==> config.mk <==
export PLATFORM = sky130hd
export DESIGN_NAME = mips_decode_q
export DESIGN_NICKNAME = d
export VERILOG_FILES = /design/src/rtl/mips_decode_q.sv
export SDC_FILE = /design/constraint.sdc
export NUM_CORES = 1
export LEC_CHECK = 0
export BUFFER_PORTS_ARGS = -buffer_cell sky130_fd_sc_hd__buf_2
export CAP_MARGIN = 20
export CORE_MARGIN = 1
export CORE_UTILIZATION = 30
export CTS_CLUSTER_SIZE = 20
export DETAILED_ROUTE_END_ITERATION = 6
export PLACE_DENSITY = 0.52
export SYNTH_ARGS = -nofsm -noshare
export SYNTH_HDL_FRONTEND = slang
export SYNTH_SLANG_ARGS = --single-unit
==> constraint.sdc <==
create_clock -name clk -period 2.4 [get_ports clk]
set_input_delay 0.24 -clock clk [delete_from_list [all_inputs] [get_ports clk]]
set_output_delay 0.24 -clock clk [all_outputs]
set_load 0.02 [all_outputs]
==> src/rtl/mips_decode_q.sv <==
// Decoding instruction queue: MIPS words are decoded on entry and the 16-bit control
// bundle is buffered in a DEPTH-entry FIFO. Optional feature: MIPS_DECODE_ADDM_EN.
module mips_decode_q #(
  parameter int DEPTH = 4
) (
  input  logic                     clk,
  input  logic                     reset,
  input  logic                     in_valid,
  output logic                     in_ready,
  input  logic [31:0]              inst,
  output logic                     out_valid,
  input  logic                     out_ready,
  input  logic                     zero,
  input  logic                     flush,
  output logic [2:0]               alu_op,
  output logic                     writeenable,
  output logic                     rd_src,
  output logic                     alu_src2,
  output logic                     except,
  output logic                     mem_read,
  output logic                     word_we,
  output logic                     byte_we,
  output logic                     byte_load,
  output logic                     lui,
  output logic                     slt,
  output logic                     addm,
  output logic [1:0]               control_type,
  output logic [$clog2(DEPTH):0]   count
);

  localparam int AW = $clog2(DEPTH);
  localparam int CW = AW + 1;

  typedef enum logic [1:0] {
    KIND_NONE = 2'd0,
    KIND_BEQ  = 2'd1,
    KIND_J    = 2'd2,
    KIND_JR   = 2'd3
  } flow_kind_t;

  typedef struct packed {
    logic [2:0] alu_op;
    logic       writeenable;
    logic       rd_src;
    logic       alu_src2;
    logic       except;
    logic       mem_read;
    logic       word_we;
    logic       byte_we;
    logic       byte_load;
    logic       lui;
    logic       slt;
    logic       addm;
    flow_kind_t kind;
  } bundle_t;

  logic [5:0] opcode;
  logic [5:0] funct;
  logic       unused_inst_bits;
  bundle_t    dec;
  bundle_t    head;
  bundle_t    mem [DEPTH];
  logic [AW-1:0] wr_ptr;
  logic [AW-1:0] rd_ptr;
  logic       push;
  logic       pop;

  assign opcode           = inst[31:26];
  assign funct            = inst[5:0];
  assign unused_inst_bits = ^inst[25:6];

  // Instruction decode; anything not recognised becomes an exception with no side effects.
  // NOTE: every field gets a default before the case, so no path can infer a latch.
  always_comb begin
    dec      = '0;
    dec.kind = KIND_NONE;
    case (opcode)
      6'h00: begin
        case (funct)
          6'h20: begin dec.alu_op = 3'd2; dec.writeenable = 1'b1; dec.rd_src = 1'b1; end
          6'h22: begin dec.alu_op = 3'd3; dec.writeenable = 1'b1; dec.rd_src = 1'b1; end
          6'h24: begin dec.alu_op = 3'd4; dec.writeenable = 1'b1; dec.rd_src = 1'b1; end
          6'h25: begin dec.alu_op = 3'd5; dec.writeenable = 1'b1; dec.rd_src = 1'b1; end
          6'h26: begin dec.alu_op = 3'd7; dec.writeenable = 1'b1; dec.rd_src = 1'b1; end
          6'h27: begin dec.alu_op = 3'd6; dec.writeenable = 1'b1; dec.rd_src = 1'b1; end
          6'h2a: begin
            dec.alu_op      = 3'd3;
            dec.writeenable = 1'b1;
            dec.rd_src      = 1'b1;
            dec.slt         = 1'b1;
          end
          6'h08: dec.kind = KIND_JR;
`ifdef MIPS_DECODE_ADDM_EN
          6'h2c: begin
            dec.alu_op      = 3'd2;
            dec.writeenable = 1'b1;
            dec.rd_src      = 1'b1;
            dec.mem_read    = 1'b1;
            dec.addm        = 1'b1;
          end
`endif
          default: dec.except = 1'b1;
        endcase
      end
      6'h08: begin dec.alu_op = 3'd2; dec.writeenable = 1'b1; dec.alu_src2 = 1'b1; end
      6'h0c: begin dec.alu_op = 3'd4; dec.writeenable = 1'b1; dec.alu_src2 = 1'b1; end
      6'h0d: begin dec.alu_op = 3'd5; dec.writeenable = 1'b1; dec.alu_src2 = 1'b1; end
      6'h0e: begin dec.alu_op = 3'd7; dec.writeenable = 1'b1; dec.alu_src2 = 1'b1; end
      6'h04: begin dec.alu_op = 3'd3; dec.kind = KIND_BEQ; end
      6'h02: dec.kind = KIND_J;
      6'h23: begin
        dec.alu_op      = 3'd2;
        dec.writeenable = 1'b1;
        dec.alu_src2    = 1'b1;
        dec.mem_read    = 1'b1;
      end
      6'h2b: begin dec.alu_op = 3'd2; dec.alu_src2 = 1'b1; dec.word_we = 1'b1; end
      6'h24: begin
        dec.alu_op      = 3'd2;
        dec.writeenable = 1'b1;
        dec.alu_src2    = 1'b1;
        dec.mem_read    = 1'b1;
        dec.byte_load   = 1'b1;
      end
      6'h28: begin dec.alu_op = 3'd2; dec.alu_src2 = 1'b1; dec.byte_we = 1'b1; end
      6'h0f: begin dec.writeenable = 1'b1; dec.alu_src2 = 1'b1; dec.lui = 1'b1; end
      default: dec.except = 1'b1;
    endcase
  end

  assign in_ready  = (count != CW'(DEPTH));
  assign out_valid = (count != '0);
  assign push      = in_valid && in_ready && !flush;
  assign pop       = out_valid && out_ready && !flush;

  // Pointers are AW bits wide and DEPTH is a power of two, so +1 wraps DEPTH-1 -> 0.
  // NOTE: sequential state uses non-blocking assignments so all registers update together.
  always_ff @(posedge clk or negedge reset) begin
    if (!reset) begin
      count  <= '0;
      wr_ptr <= '0;
      rd_ptr <= '0;
    end else if (flush) begin
      count  <= '0;
      wr_ptr <= '0;
      rd_ptr <= '0;
    end else begin
      if (push) wr_ptr <= wr_ptr + AW'(1);
      if (pop)  rd_ptr <= rd_ptr + AW'(1);
      case ({push, pop})
        2'b10:   count <= count + CW'(1);
        2'b01:   count <= count - CW'(1);
        default: count <= count;
      endcase
    end
  end

  // NOTE: storage has no reset; stale entries are never visible because the head is gated by out_valid.
  always_ff @(posedge clk) begin
    if (push) mem[wr_ptr] <= dec;
  end

  always_comb begin
    head = '0;
    if (out_valid) head = mem[rd_ptr];
  end

  assign alu_op      = head.alu_op;
  assign writeenable = head.writeenable;
  assign rd_src      = head.rd_src;
  assign alu_src2    = head.alu_src2;
  assign except      = head.except;
  assign mem_read    = head.mem_read;
  assign word_we     = head.word_we;
  assign byte_we     = head.byte_we;
  assign byte_load   = head.byte_load;
  assign lui         = head.lui;
  assign slt         = head.slt;
  assign addm        = head.addm;

  // Branch resolution uses the live zero flag, so it must stay combinational.
  always_comb begin
    control_type = 2'd0;
    case (head.kind)
      KIND_BEQ: control_type = zero ? 2'd1 : 2'd0;
      KIND_J:   control_type = 2'd2;
      KIND_JR:  control_type = 2'd3;
      default:  control_type = 2'd0;
    endcase
  end

endmodule

Word-level counts from Yosys, hierarchy flattened:

Memory sizes are Yosys's and may differ from the RTL's.
Index checks and enable logic that the tools add are counted.

* flip-flop bits (word level): 7
* output and inout port bits: 21
* RAM bits: 60
* memories: 1

Memories
* mem: depth 4, width 15, read ports 1, clocked after memory_dff 0, wr ports 1, line 62 `bundle_t mem [DEPTH];`

* add/subtract/negate cells: 4
* eq/ne operators: 25
* reductions and logical operators: 17
* mux-type cells: 27

Operators by type and width (number)
* == test 6 bit (second input constant): 11
* == test 6 x 4 -> 1 bit (second input constant): 6
* one-hot mux 5 bit (6 select lines): 1
* one-hot mux 3 bit (6 select lines): 1
* two-way mux 16 bit: 1
* two-way mux 1 bit: 13
* one-hot mux 2 bit (3 select lines): 2
* OR reduction 11 bit: 1
* two-way mux 2 bit: 5
* OR reduction 9 bit: 1
* OR reduction 8 bit: 1
* OR reduction 7 bit: 1
* == test 2 bit (second input constant): 3
* == test 6 x 2 -> 1 bit (second input constant): 1
* == test 6 x 3 -> 1 bit (second input constant): 1
* zero test 6 bit: 1
* one-hot mux 3 bit (2 select lines): 1
* nonzero test 3 bit: 2
* OR reduction 5 bit: 1
* adder 2 x 1 -> 2 bit (second input constant): 2
* == test 2 x 1 -> 1 bit (second input constant): 2
* logical AND 1 bit: 4
* one-hot mux 1 bit (2 select lines): 2
* nonzero test 2 bit: 2
* 6 further kinds: 7

Logic depth before layout (Yosys ltp):

Gate-level depths: netlist of run 1.

* depth after elaboration: 6
* depth in mapped cells: 8
* depth with buffers taken out: 7

Least setup slack after synthesis of run 1:

Ideal clock, no wire load.

* path type: flip-flop to flip-flop
* start: register count[2]
* end: register count[2]
* period minus slack after synthesis: 2346 ps
* setup time: 128 ps
* cell stages (with the launch flop): 9
* slack: 54 ps
* arrival time: 2218 ps
* buffers on the path: 1
* data required time: 2272 ps
* path through: dfrtp_1 -> or3_1 -> buf_2 -> nand2_1 -> nor3b_1 -> fa_1 -> and3_4 -> a32oi_2 -> mux2_1

* word-level cells in the longest chain between the ends: 6
* elaborated cells between the ends (all ways): 13
* classes of those cells: add/sub (2); eq/ne (3); mux (2); reduce/logical (6)

Ends and longest elaborated chain
* from (decl): line 28 `output logic [$clog2(DEPTH):0] count`
* from (signal assigned): line 151 `2'b10: count <= count + CW'(1);`
* from (signal assigned): line 152 `2'b01: count <= count - CW'(1);`
* from (signal assigned): line 153 `default: count <= count;`
* inequality test 3 bit or nonzero test 3 bit (tied branches): line 131, 132
* logical AND 1 bit (on tied branches) (2 in a row): line 133, 134
* == test 2 x 1 -> 1 bit or == test 2 bit (tied branches): line 150 `case ({push, pop})`
* one-hot mux 3 bit (2 select lines): line 150
* two-way mux 3 bit: line 143 `end else if (flush) begin`

Parallel ways exist; a longest one is shown, timed or not.
A chain may end at the register's enable or synchronous reset.

Worst setup path after layout of run 1:

Same ends and word-level chain as after synthesis.

==> results of run 1 <==
[layout by cell type (no fill, tap or decap), types with 2 or more instances in the layout]
cell / Yosys / routed
a21oi_1: 6 / 6
nand4b_1: 2 / 2
or3_1: 4 / 4
buf_4: 2 / 5
inv_6: 0 / 4
nor3_1: 9 / 9
xnor2_1: 2 / 2
nor3b_1: 3 / 3
nand2_1: 9 / 9
dfrtp_1: 7 / 7
clkbuf_8: 0 / 9
inv_1: 6 / 6
nor2_1: 12 / 12
a31oi_1: 5 / 5
nor2b_1: 6 / 6
mux4_2: 15 / 15
o211a_1: 3 / 3
xor2_1: 3 / 3
nand3_1: 4 / 4
ha_1: 4 / 4
a211oi_1: 2 / 2
edfxtp_1: 60 / 60
buf_2: 5 / 37
o22ai_1: 3 / 3
and2_1: 20 / 20
o21ai_0: 9 / 9
[registers in the layout, summed over array words and instances (netlist names)]
name	cells
rd_ptr	2
wr_ptr	2
count	3
mem	60
[through the flow]
stage / cell area, um2 / utilization (%) / setup WS, ps / hold WS [ps]
6_report: 3780 / 36.45 / 179.0 / 182.2
5_1_grt: 3780 / 36.45 / 41.70 / 199.3
2_1_floorplan: 3222 / - / 54.09 / -55.59
3_5_place_dp: 3565 / 34.38 / 202.6 / 86.45
3_3_place_gp: 3565 / 34.38 / 192.0 / 85.14
4_1_cts: 3780 / 36.45 / 176.8 / 167.3
[per-layer routing]
layer / global-route usage, % / vias to the layer above
li1: - / 949
met1: 17.21 / 994
met2: 20.44 / 54
met3: 3.092 / 11
met4: 6.349 / 0
met5: 0 / -
[power by group through the flow]
| stage | Clock [mW] | Sequential, mW | Combinational [mW] |
|---|---|---|---|
| after floorplan | 0 | 1.36 | 0.343 |
| after CTS | 0.994 | 1.34 | 0.520 |
| after global placement | 0 | 1.36 | 0.513 |
| final | 0.965 | 1.33 | 0.507 |
| after detailed placement | 0 | 1.36 | 0.517 |
| after global routing | 1.04 | 1.34 | 0.564 |
[final timing paths]
path	slack, ps	from	to	depth (start not counted)
setup reg to reg	180	count[2]	count[2]	7
hold / removal	180	flush	count[0]	2
min in group asynchronous	260	reset	count[1]	2
max in group asynchronous	1970	reset	rd_ptr[1]	2
hold reg to reg	600	wr_ptr[1]	wr_ptr[1]	2
setup / recovery	180	count[2]	count[2]	7
[worst register-to-register path: stages (launching register included)]
cell and delay, ps:
dfrtp_1 410, or3_1 410, nand2_1 150, nor3b_1 80
fa_1 390, and3_4 160, a32oi_2 160, mux2_1 330
[logic make-up after synthesis]
kind of cell             after synthesis  share of synthesized area (%)
other                                  1                         0.1164
multiplexers                          16                          10.83
AO/OA/AOI/OAI                         34                          7.146
adder cells (fa/ha/maj)                5                          2.175
buffers and inverters                 21                          2.874
XOR/XNOR                               5                          1.359
AND/OR/NAND/NOR                       79                          14.14
flip-flops                            67                          61.36
[area by class of cell]
class / count / area (um2)
Clock inverter: 7 / 81.33
Timing Repair Buffer: 44 / 252.7
Tap cell: 136 / 170.2
Fill cell: 1045 / 6590
Multi-Input combinational cell: 140 / 1152
Inverter: 6 / 22.52
Clock buffer: 9 / 123.9
Sequential cell: 67 / 1977
==> out/results.ini, run 1 <==
[status]
status = completed

[logic_synthesis]
yosys.area.top_type = edfxtp_1
syn_nets = 271
netlist_instances = 228
synth-edff-count = 60
ys_top_cells_by_count = edfxtp_1, and2_1, mux4_2, nor2_1
ys.flop_type = edfxtp_1
synthDistinctLibCells = 44
post-synth-top-count-cell = edfxtp_1
synth.area.top_cells = edfxtp_1, mux4_2, dfrtp_1
seq_area_frac_synth_pct = 61.36
ys_ff_latch = 67
syn_avg_cell_area_um2 = 14.13
syn_area_mm2 = 0.003222
post-synth-top-area-fraction_pct = 55.92
synth_warnings = 0
async_flop_share_pct = 10.45

[global_routing]
grt.overflow.total = 0
track_usage_pct = 13.11
grt_pass1_vias = 2055
grt_pass1_wl_um = 10870
antenna_found_initial = 0
grt_max_degree = 19

[timing]
post-route-period-util_pct = 92.54
period_needed_ps = 2221
grt_setup_unrepaired = false
slew_headroom_pct = 42.72
fin_setup_tns_ps = 0
setup_violations = 0
maxSlewViolCount = 0
hold_violations = 0
worst_pin_slew_ps = 859.1
fmaxAchievable_ghz = 0.4502
skew_ps = 12.54

[finish]
synthToLayoutAreaGrowth_pct = 17.32
diodes = 0
drive_gt1_share_pct = 29.67
nets = 311
fin_cells = 409

[power]
cellLeakagePower_nw = 1.340
combPwrFrac_pct = 18.1
ir_worst_vdd_mv = 0.2529
internal-power_mw = 2.025
pwr_density_cell_mw_per_mm2 = 742.3
switching_share_pct = 27.82
total_power_mw = 2.806
power_switching_mw = 0.7805
clkPwrFrac_pct = 34.4
p_seq_share_pct = 47.6

[critical_path]
crit_fanout = 5
path_class = register to register
critPathTopFamily = simple AND/OR/NAND/NOR gates
slowest_delay_ps = 410
end_kind = register
crit_arrival_ps = 2440
slowest_stage = dfrtp_1
start_kind = register
critPathBufInv = 0
worstPathRequired_ps = 2620
crit_chain = or3_1 > nand2_1 > nor3b_1 > fa_1 > and3_4 > a32oi_2 > mux2_1

[drt]
top_layer_used = met4
drt-initial-drc-count = 78
drtAntennaViolNets = 0
routed_wirelength_um = 6566
drc_errors = 0
vias_per_cell = 4.910
met1Wirelength_um = 3083
wl_per_cell_um = 16.05
drtPass1Iterations = 4
wl_met2_um = 3049
vias = 2008
dr_wl_met3_um = 288

[clocking]
cts_tree = done
cts_setup_buffers = 0
cts-buffers-inserted = 9
ctsResizeCount = 0
htree_num_levels = 3
cts.clk_slew.worst_paths_ps = 80
clock_sinks = 67
clock_path_buffers = 2
hold_buffers = 1
clk-insertion-delay-late_ps = 340
clk_root_buffer_cell = clkbuf_8

[floorplanning]
initial_utilization_pct = 31.07
rows = 37
pin_count = 59
fp.dieH_um = 105.6
core_area_mm2 = 0.01037
die-area_mm2 = 0.01116
die_w_um = 105.6

[placement]
portBuffers = 37
dpl.cell_count = 392
dp_hpwl_um = 4359
place.gp.congestion = 0.7859

[run]
maxCapViolations = 0

[worst_hold_path]
hold_class = input pin to register

Note: power is estimated with default switching activity, not from simulation.
==> run 2, diff against run 1 <==
--- a/config.mk
+++ b/config.mk
@@ -8,10 +8,10 @@
 export BUFFER_PORTS_ARGS = -buffer_cell sky130_fd_sc_hd__buf_2
 export CAP_MARGIN = 20
 export CORE_MARGIN = 1
-export CORE_UTILIZATION = 30
+export CORE_UTILIZATION = 45
 export CTS_CLUSTER_SIZE = 20
 export DETAILED_ROUTE_END_ITERATION = 6
-export PLACE_DENSITY = 0.52
+export PLACE_DENSITY = 0.71
 export SYNTH_ARGS = -nofsm -noshare
 export SYNTH_HDL_FRONTEND = slang
 export SYNTH_SLANG_ARGS = --single-unit
==> run 2 against run 1 <==
  * Cell area decreased by 1.8%
  * Clock skew is 4.7 ps lower
  * Combinational power is 4% lower
  * Final cell count decreased by 10%
  * Non-clock buffer count decreased by 1
  * Total power is 2.4% lower
==> out/results.ini, run 2 (synthesis results as in run 1) <==
[timing]
fin_setup_tns_ps = 0  ; unchanged
setup_violations = 0  ; unchanged
skew_ps = 7.870  ; was 12.54 ps
grt_setup_unrepaired = false  ; unchanged
post-route-period-util_pct = 93.51  ; was 92.54%
period_needed_ps = 2244  ; was 2221 ps
fmaxAchievable_ghz = 0.4456  ; was 0.4502 GHz
slew_headroom_pct = 44.60  ; was 42.72%
maxSlewViolCount = 0  ; unchanged
hold_violations = 0  ; unchanged
worst_pin_slew_ps = 831.0  ; was 859.1 ps

[drt]
vias_per_cell = 5.329  ; was 4.910
vias = 1961  ; was 2008
drtPass1Iterations = 4  ; unchanged
drt-initial-drc-count = 141  ; was 78
wl_per_cell_um = 16.02  ; was 16.05 um
routed_wirelength_um = 5897  ; was 6566 um
drc_errors = 0  ; unchanged
drtAntennaViolNets = 0  ; unchanged

[global_routing]
grt_util_met2_pct = 26.84  ; was 20.44%
grt_pass1_vias = 1896  ; was 2055
track_usage_pct = 17.95  ; was 13.11%
grt_max_degree = 19  ; unchanged
grt.overflow.total = 0  ; unchanged
grt_busiest_layer = met2  ; unchanged
grt_use_met3_pct = 5.238  ; was 3.092%
grt_util_met1_pct = 25.23  ; was 17.21%
grt_pass1_wl_um = 9666  ; was 10870 um
antenna_found_initial = 0  ; unchanged

[floorplanning]
die-area_mm2 = 0.007502  ; was 0.01116 mm2
die_w_um = 86.62  ; was 105.6 um
fp.dieH_um = 86.62  ; was 105.6 um
initial_utilization_pct = 46.90  ; was 31.07%
rows = 30  ; was 37
core_area_mm2 = 0.006869  ; was 0.01037 mm2
pin_count = 59  ; unchanged

[finish]
num-fill-cells = 574  ; was 1045
drive_gt1_share_pct = 29.41  ; was 29.67%
largest_register_ffs = 60  ; unchanged
final_common_cell = edfxtp_1  ; unchanged
layout_common_cells = edfxtp_1, buf_2, and2_1  ; unchanged
nets = 310  ; was 311
diodes = 0  ; unchanged
top_register = mem  ; unchanged
synthToLayoutAreaGrowth_pct = 15.18  ; was 17.32%
fin_util_pct = 54.03  ; was 36.45%
top_regs = mem (60), count (3)  ; unchanged

[clocking]
cts.clk_slew.worst_paths_ps = 80  ; about the same
htree_num_levels = 3  ; unchanged
clk-insertion-delay-late_ps = 340  ; about the same
clk_root_buffer_cell = clkbuf_8  ; unchanged
clock_sinks = 67  ; unchanged
cts-buffers-inserted = 9  ; unchanged
cts_tree = done  ; unchanged
clock_path_buffers = 2  ; unchanged

[placement]
place.gp.congestion = 0.8172  ; was 0.7859
portBuffers = 37  ; unchanged
dp_hpwl_um = 3870  ; was 4359 um

[power]
ir_worst_vdd_mv = 0.3086  ; was 0.2529 mV
pwr_density_cell_mw_per_mm2 = 737.6  ; was 742.3 mW/mm2
cellLeakagePower_nw = 1.317  ; was 1.340 nW

[status]
status = completed  ; unchanged

[critical_path]
worstPathRequired_ps = 2630  ; was 2620 ps
rr_startpoint = count[2]  ; unchanged
ff2ff_path_depth = 7  ; unchanged
start_kind = register  ; unchanged
cp-startpoint = count[2]  ; unchanged
timing.critical_path.to = count[2]  ; unchanged
crit_chain = or3_1 > nand2_1 > nor3b_1 > fa_1 > and3_4 > a32oi_2 > mux2_1  ; unchanged
r2r_slack_ps = 160  ; was 180 ps
path_class = register to register  ; unchanged
crit_fanout = 9  ; was 5
slowest_stage = dfrtp_2  ; was dfrtp_1
crit_arrival_ps = 2470  ; was 2440 ps
slowest_delay_ps = 460  ; was 410 ps
r2r_end = count[2]  ; unchanged
end_kind = register  ; unchanged

[run]
maxCapViolations = 0  ; unchanged

[worst_hold_path]
hold_class = input pin to register  ; unchanged

==> run 2: changes by cell type in the layout (fill, tap and decap cells not counted) <==
| cell | before | now |
|---|---|---|
| buf_4 | 5 | 4 |
| clkinv_1 | 0 | 1 |
| clkinv_2 | 0 | 1 |
| clkinv_4 | 1 | 0 |
| clkinvlp_4 | 1 | 4 |
| dfrtp_1 | 7 | 6 |
| dfrtp_2 | 0 | 1 |
| inv_6 | 4 | 0 |
==> run 2: what timing repair did <==
action,CTS,global route
resized for setup,0,1
endpoints found under the hold margin,7,0
setup endpoints to repair,0,1
setup buffers,0,0
hold buffers,1,0
==> run 2: how the worst min path moves through the flow <==
stage,from,endpoint,slack [ps],cells after the start
3_3_place_gp,reset,count[0],90,1
2_1_floorplan,reset,count[0],-60,0
6_report,flush,wr_ptr[1],190,2
3_5_place_dp,reset,count[0],90,1
4_1_cts,flush,wr_ptr[1],170,2
5_1_grt,flush,wr_ptr[1],170,2
==> run 2: through the flow <==
stage,instance area (um2),hold slack (ps),power [mW],instances,setup slack [ps]
floorplan,3222,-55.59,1.708,228,54.09
finish,3711,187.0,2.737,368,155.7
detailed placement,3507,88.79,1.861,351,135.7
global placement,3507,91.27,1.857,351,170.0
global route,3711,171.5,2.867,368,53.05
CTS,3710,173.7,2.763,368,114.3
==> run 2: metal layers <==
metal  part of all wire, %  wire length, um
met5                     0                0
met4                   1.3               78
met3                   5.1              298
met2                    46             2697
met1                    48             2823
==> run 2: report_power, final <==
group	internal [mW]	total [mW]	switching, mW
clock	0.473	0.907	0.433
sequential	1.32	1.34	0.0269
combinational	0.211	0.488	0.276
==> run 2: area by class of cell <==
cell class / count / area, um2 / share of cell area (%)
Sequential cell: 67 / 1978 / 53.30
Multi-Input combinational cell: 140 / 1152 / 31.05
Timing Repair Buffer: 43 / 245.2 / 6.608
Clock buffer: 9 / 123.9 / 3.338
Tap cell: 96 / 120.1 / 3.237
Clock inverter: 7 / 68.82 / 1.854
Inverter: 6 / 22.52 / 0.6069
==> run 2: worst max-delay path: cells and delay by family, from the launching register on <==
kind / cells / cell delay [ps]
AO/OA/AOI/OAI: 1 / 150
multiplexers: 1 / 330
AND/OR/NAND/NOR: 4 / 790
adder cells (fa/ha/maj): 1 / 390
flip-flops: 1 / 460
==> run 3, diff against run 2 <==
--- a/config.mk
+++ b/config.mk
@@ -5,6 +5,7 @@
 export SDC_FILE = /design/constraint.sdc
 export NUM_CORES = 1
 export LEC_CHECK = 0
+export ABC_AREA = 1
 export BUFFER_PORTS_ARGS = -buffer_cell sky130_fd_sc_hd__buf_2
 export CAP_MARGIN = 20
 export CORE_MARGIN = 1
==> run 3 against run 2 <==
  * Die area fell by 0.15%
  * Hold slack improved by 18 ps
  * Combinational power is 120% higher
  * Clock skew decreased by 2.0 ps
  * Flip-flop and latch count is the same
  * Register-to-register slack gained 330 ps
  * Cell area rose by 0.13%
  * Clock power shrank 6.0%
  * Maximum frequency grew 12%
  * Highest routed layer unchanged
==> out/results.ini, run 3 <==
[worst_hold_path]
hold_class = input pin to register  ; unchanged
hold_depth = 4  ; was 2

[clocking]
htree_num_levels = 3  ; unchanged
clk-insertion-delay-late_ps = 330  ; was 340 ps
cts.clk_slew.worst_paths_ps = 70  ; was 80 ps
cts_setup_buffers = 0  ; unchanged
clk_root_buffer_cell = clkbuf_8  ; unchanged
ctsResizeCount = 0  ; unchanged
hold_buffers = 1  ; unchanged
cts-buffers-inserted = 9  ; unchanged
cts_tree = done  ; unchanged
clock_sinks = 67  ; unchanged
clock_path_buffers = 2  ; unchanged

[critical_path]
worstPathRequired_ps = 2160  ; was 2630 ps
end_kind = output port  ; was register
cp-startpoint = rd_ptr[0]  ; was count[2]
start_kind = register  ; unchanged
path_class = register to output port  ; was register to register
r2r_slack_ps = 490  ; was 160 ps
crit_arrival_ps = 1760  ; was 2470 ps
timing.critical_path.to = except  ; was count[2]
crit_fanout = 21  ; was 9
r2r_end = count[2]  ; unchanged
ff2ff_path_depth = 10  ; was 7
rr_startpoint = count[1]  ; was count[2]

[finish]
top_register = mem  ; unchanged
top_regs = mem (60), count (3)  ; unchanged
final_common_cell = nor2_1  ; was edfxtp_1
layout_common_cells = nor2_1, edfxtp_1, nand2_1  ; was edfxtp_1, buf_2, and2_1
nets = 417  ; was 310
fin_cells = 474  ; was 368
synthToLayoutAreaGrowth_pct = 15.52  ; was 15.18%
diodes = 0  ; unchanged
drive_gt1_share_pct = 19.84  ; was 29.41%
largest_register_ffs = 60  ; unchanged
design_area_mm2 = 0.003716  ; was 0.003711 mm2

[timing]
hold_violations = 0  ; unchanged
grt_setup_unrepaired = false  ; unchanged
fmaxAchievable_ghz = 0.4988  ; was 0.4456 GHz
period_needed_ps = 2005  ; was 2244 ps
skew_ps = 5.906  ; was 7.870 ps
maxSlewViolCount = 0  ; unchanged
setup_violations = 0  ; unchanged
post-route-period-util_pct = 83.53  ; was 93.51%
fin_setup_tns_ps = 0  ; unchanged

[power]
switching_share_pct = 35.70  ; was 26.92%
pwr_density_cell_mw_per_mm2 = 888.8  ; was 737.6 mW/mm2
ir_worst_vdd_mv = 0.2866  ; was 0.3086 mV
power_switching_mw = 1.179  ; was 0.7368 mW
combPwrFrac_pct = 32.2  ; was 17.8%
internal-power_mw = 2.124  ; was 2.001 mW
p_seq_share_pct = 42.0  ; was 49.0%
clkPwrFrac_pct = 25.8  ; was 33.1%
cellLeakagePower_nw = 1.549  ; was 1.317 nW

[floorplanning]
rows = 30  ; unchanged
core_area_mm2 = 0.006832  ; was 0.006869 mm2
die_w_um = 86.55  ; was 86.62 um
die-area_mm2 = 0.007491  ; was 0.007502 mm2
pin_count = 59  ; unchanged
initial_utilization_pct = 47.09  ; was 46.90%
fp.dieH_um = 86.55  ; was 86.62 um

[placement]
dp_hpwl_um = 4272  ; was 3870 um
placed_area_mm2 = 0.003525  ; was 0.003507 mm2
dpl.cell_count = 458  ; was 351
portBuffers = 37  ; unchanged
place.gp.congestion = 0.8801  ; was 0.8172

[logic_synthesis]
syn_area_mm2 = 0.003217  ; was 0.003222 mm2
synth.area.top_cells = edfxtp_1, nor2_1, dfrtp_1  ; was edfxtp_1, mux4_2, dfrtp_1
post-synth-top-count-cell = nor2_1  ; was edfxtp_1
syn_nets = 371  ; was 271
yosys.area.top_type = edfxtp_1  ; unchanged
post-synth-top-area-fraction_pct = 56.01  ; was 55.92%
synth_warnings = 0  ; unchanged
syn_avg_cell_area_um2 = 9.807  ; was 14.13 um2
seq_area_frac_synth_pct = 61.45  ; was 61.36%
ys.flop_type = edfxtp_1  ; unchanged
synth-edff-count = 60  ; unchanged
netlist_instances = 328  ; was 228
ys_ff_latch = 67  ; unchanged
ys_top_cells_by_count = nor2_1, edfxtp_1, nand2_1, o21ai_0, inv_1  ; was edfxtp_1, and2_1, mux4_2, nor2_1
async_flop_share_pct = 10.45  ; unchanged
synthDistinctLibCells = 32  ; was 44

[global_routing]
grt.overflow.total = 0  ; unchanged
grt_use_met3_pct = 4.286  ; was 5.238%
grt_util_met1_pct = 22.85  ; was 25.23%
grt_util_met2_pct = 33.41  ; was 26.84%
grt_pass1_vias = 2306  ; was 1896
grt_max_degree = 32  ; was 19
track_usage_pct = 18.99  ; was 17.95%
grt_busiest_layer = met2  ; unchanged
antenna_found_initial = 0  ; unchanged
grt_pass1_wl_um = 10600  ; was 9666 um

[drt]
drc_errors = 0  ; unchanged
vias_per_cell = 4.996  ; was 5.329
wl_per_cell_um = 13.25  ; was 16.02 um
drtAntennaViolNets = 0  ; unchanged
vias = 2368  ; was 1961
drtPass1Iterations = 4  ; unchanged
drt-initial-drc-count = 163  ; was 141
routed_wirelength_um = 6279  ; was 5897 um

[run]
maxCapViolations = 0  ; unchanged

[status]
status = completed  ; unchanged

[run 3: cell types whose count changed after synthesis, moves of 5 or more]
cell	change
nor2b_1	-6
nor3_1	-6
clkbuf_1	-6
and2_1	-19
nand2_1	+30
mux4_2	-15
nor2_1	+65
nand3_1	+10
inv_1	+19
o21ai_1	+11
a21oi_1	+11
inv_2	+5
a31oi_1	-5
o21ai_0	+19
[run 3: kinds of logic after synthesis]
kind of cell / Yosys count / synth area share (%)
AO/OA/AOI/OAI: 60 / 9.685
XOR/XNOR: 1 / 0.2723
adder cells (fa/ha/maj): 5 / 2.178
buffers and inverters: 40 / 5.057
flip-flops: 67 / 61.45
other: 1 / 0.1166
AND/OR/NAND/NOR: 154 / 21.24
[run 3: cell type report]
| cell class | count | area, um2 |
|---|---|---|
| flip-flops and latches | 67 | 1977 |
| inverters | 30 | 112.6 |
| repair buffers | 45 | 247.7 |
| clock buffers | 9 | 123.9 |
| clock inverters | 6 | 57.56 |
| well taps | 96 | 120.1 |
| fillers | 630 | 3115 |
| multi-input cells | 221 | 1077 |
[run 3: per-layer routing]
metal	part of all wire (%)	routed length [um]
met5	0	0
met2	50	3158
met4	1.4	86
met1	44	2736
met3	4.7	298
[run 3: through the flow]
stage	setup slack, ps	power [mW]	util [%]	hold slack [ps]
global route	270.5	3.498	54.40	200.3
floorplan	309.1	2.149	-	-55.59
global placement	553.1	2.467	51.59	79.65
finish	395.4	3.303	54.40	204.6
detailed placement	505.8	2.490	51.59	84.57
CTS	350.2	3.341	54.40	188.5
[run 3: worst max-delay path: stages, from the launching register on]
cell and delay, ps:
dfrtp_1 380, inv_1 230, buf_4 300, o21ai_0 130, a21oi_1 200, buf_2 200
[run 3: worst min-delay path by stage]
stage,startpoint,endpoint,slack [ps]
floorplan,reset,count[0],-60
global placement,reset,wr_ptr[0],80
detailed placement,reset,count[0],80
CTS,flush,count[2],190
global route,flush,count[2],200
finish,flush,count[0],200
[run 3: power by group through the flow]
stage	combinational, mW	clock [mW]	sequential (mW)
after floorplan	0.722	0	1.43
after global placement	1.06	0	1.41
after detailed placement	1.08	0	1.41
after CTS	1.08	0.872	1.39
after global routing	1.18	0.925	1.40
final	1.06	0.853	1.39
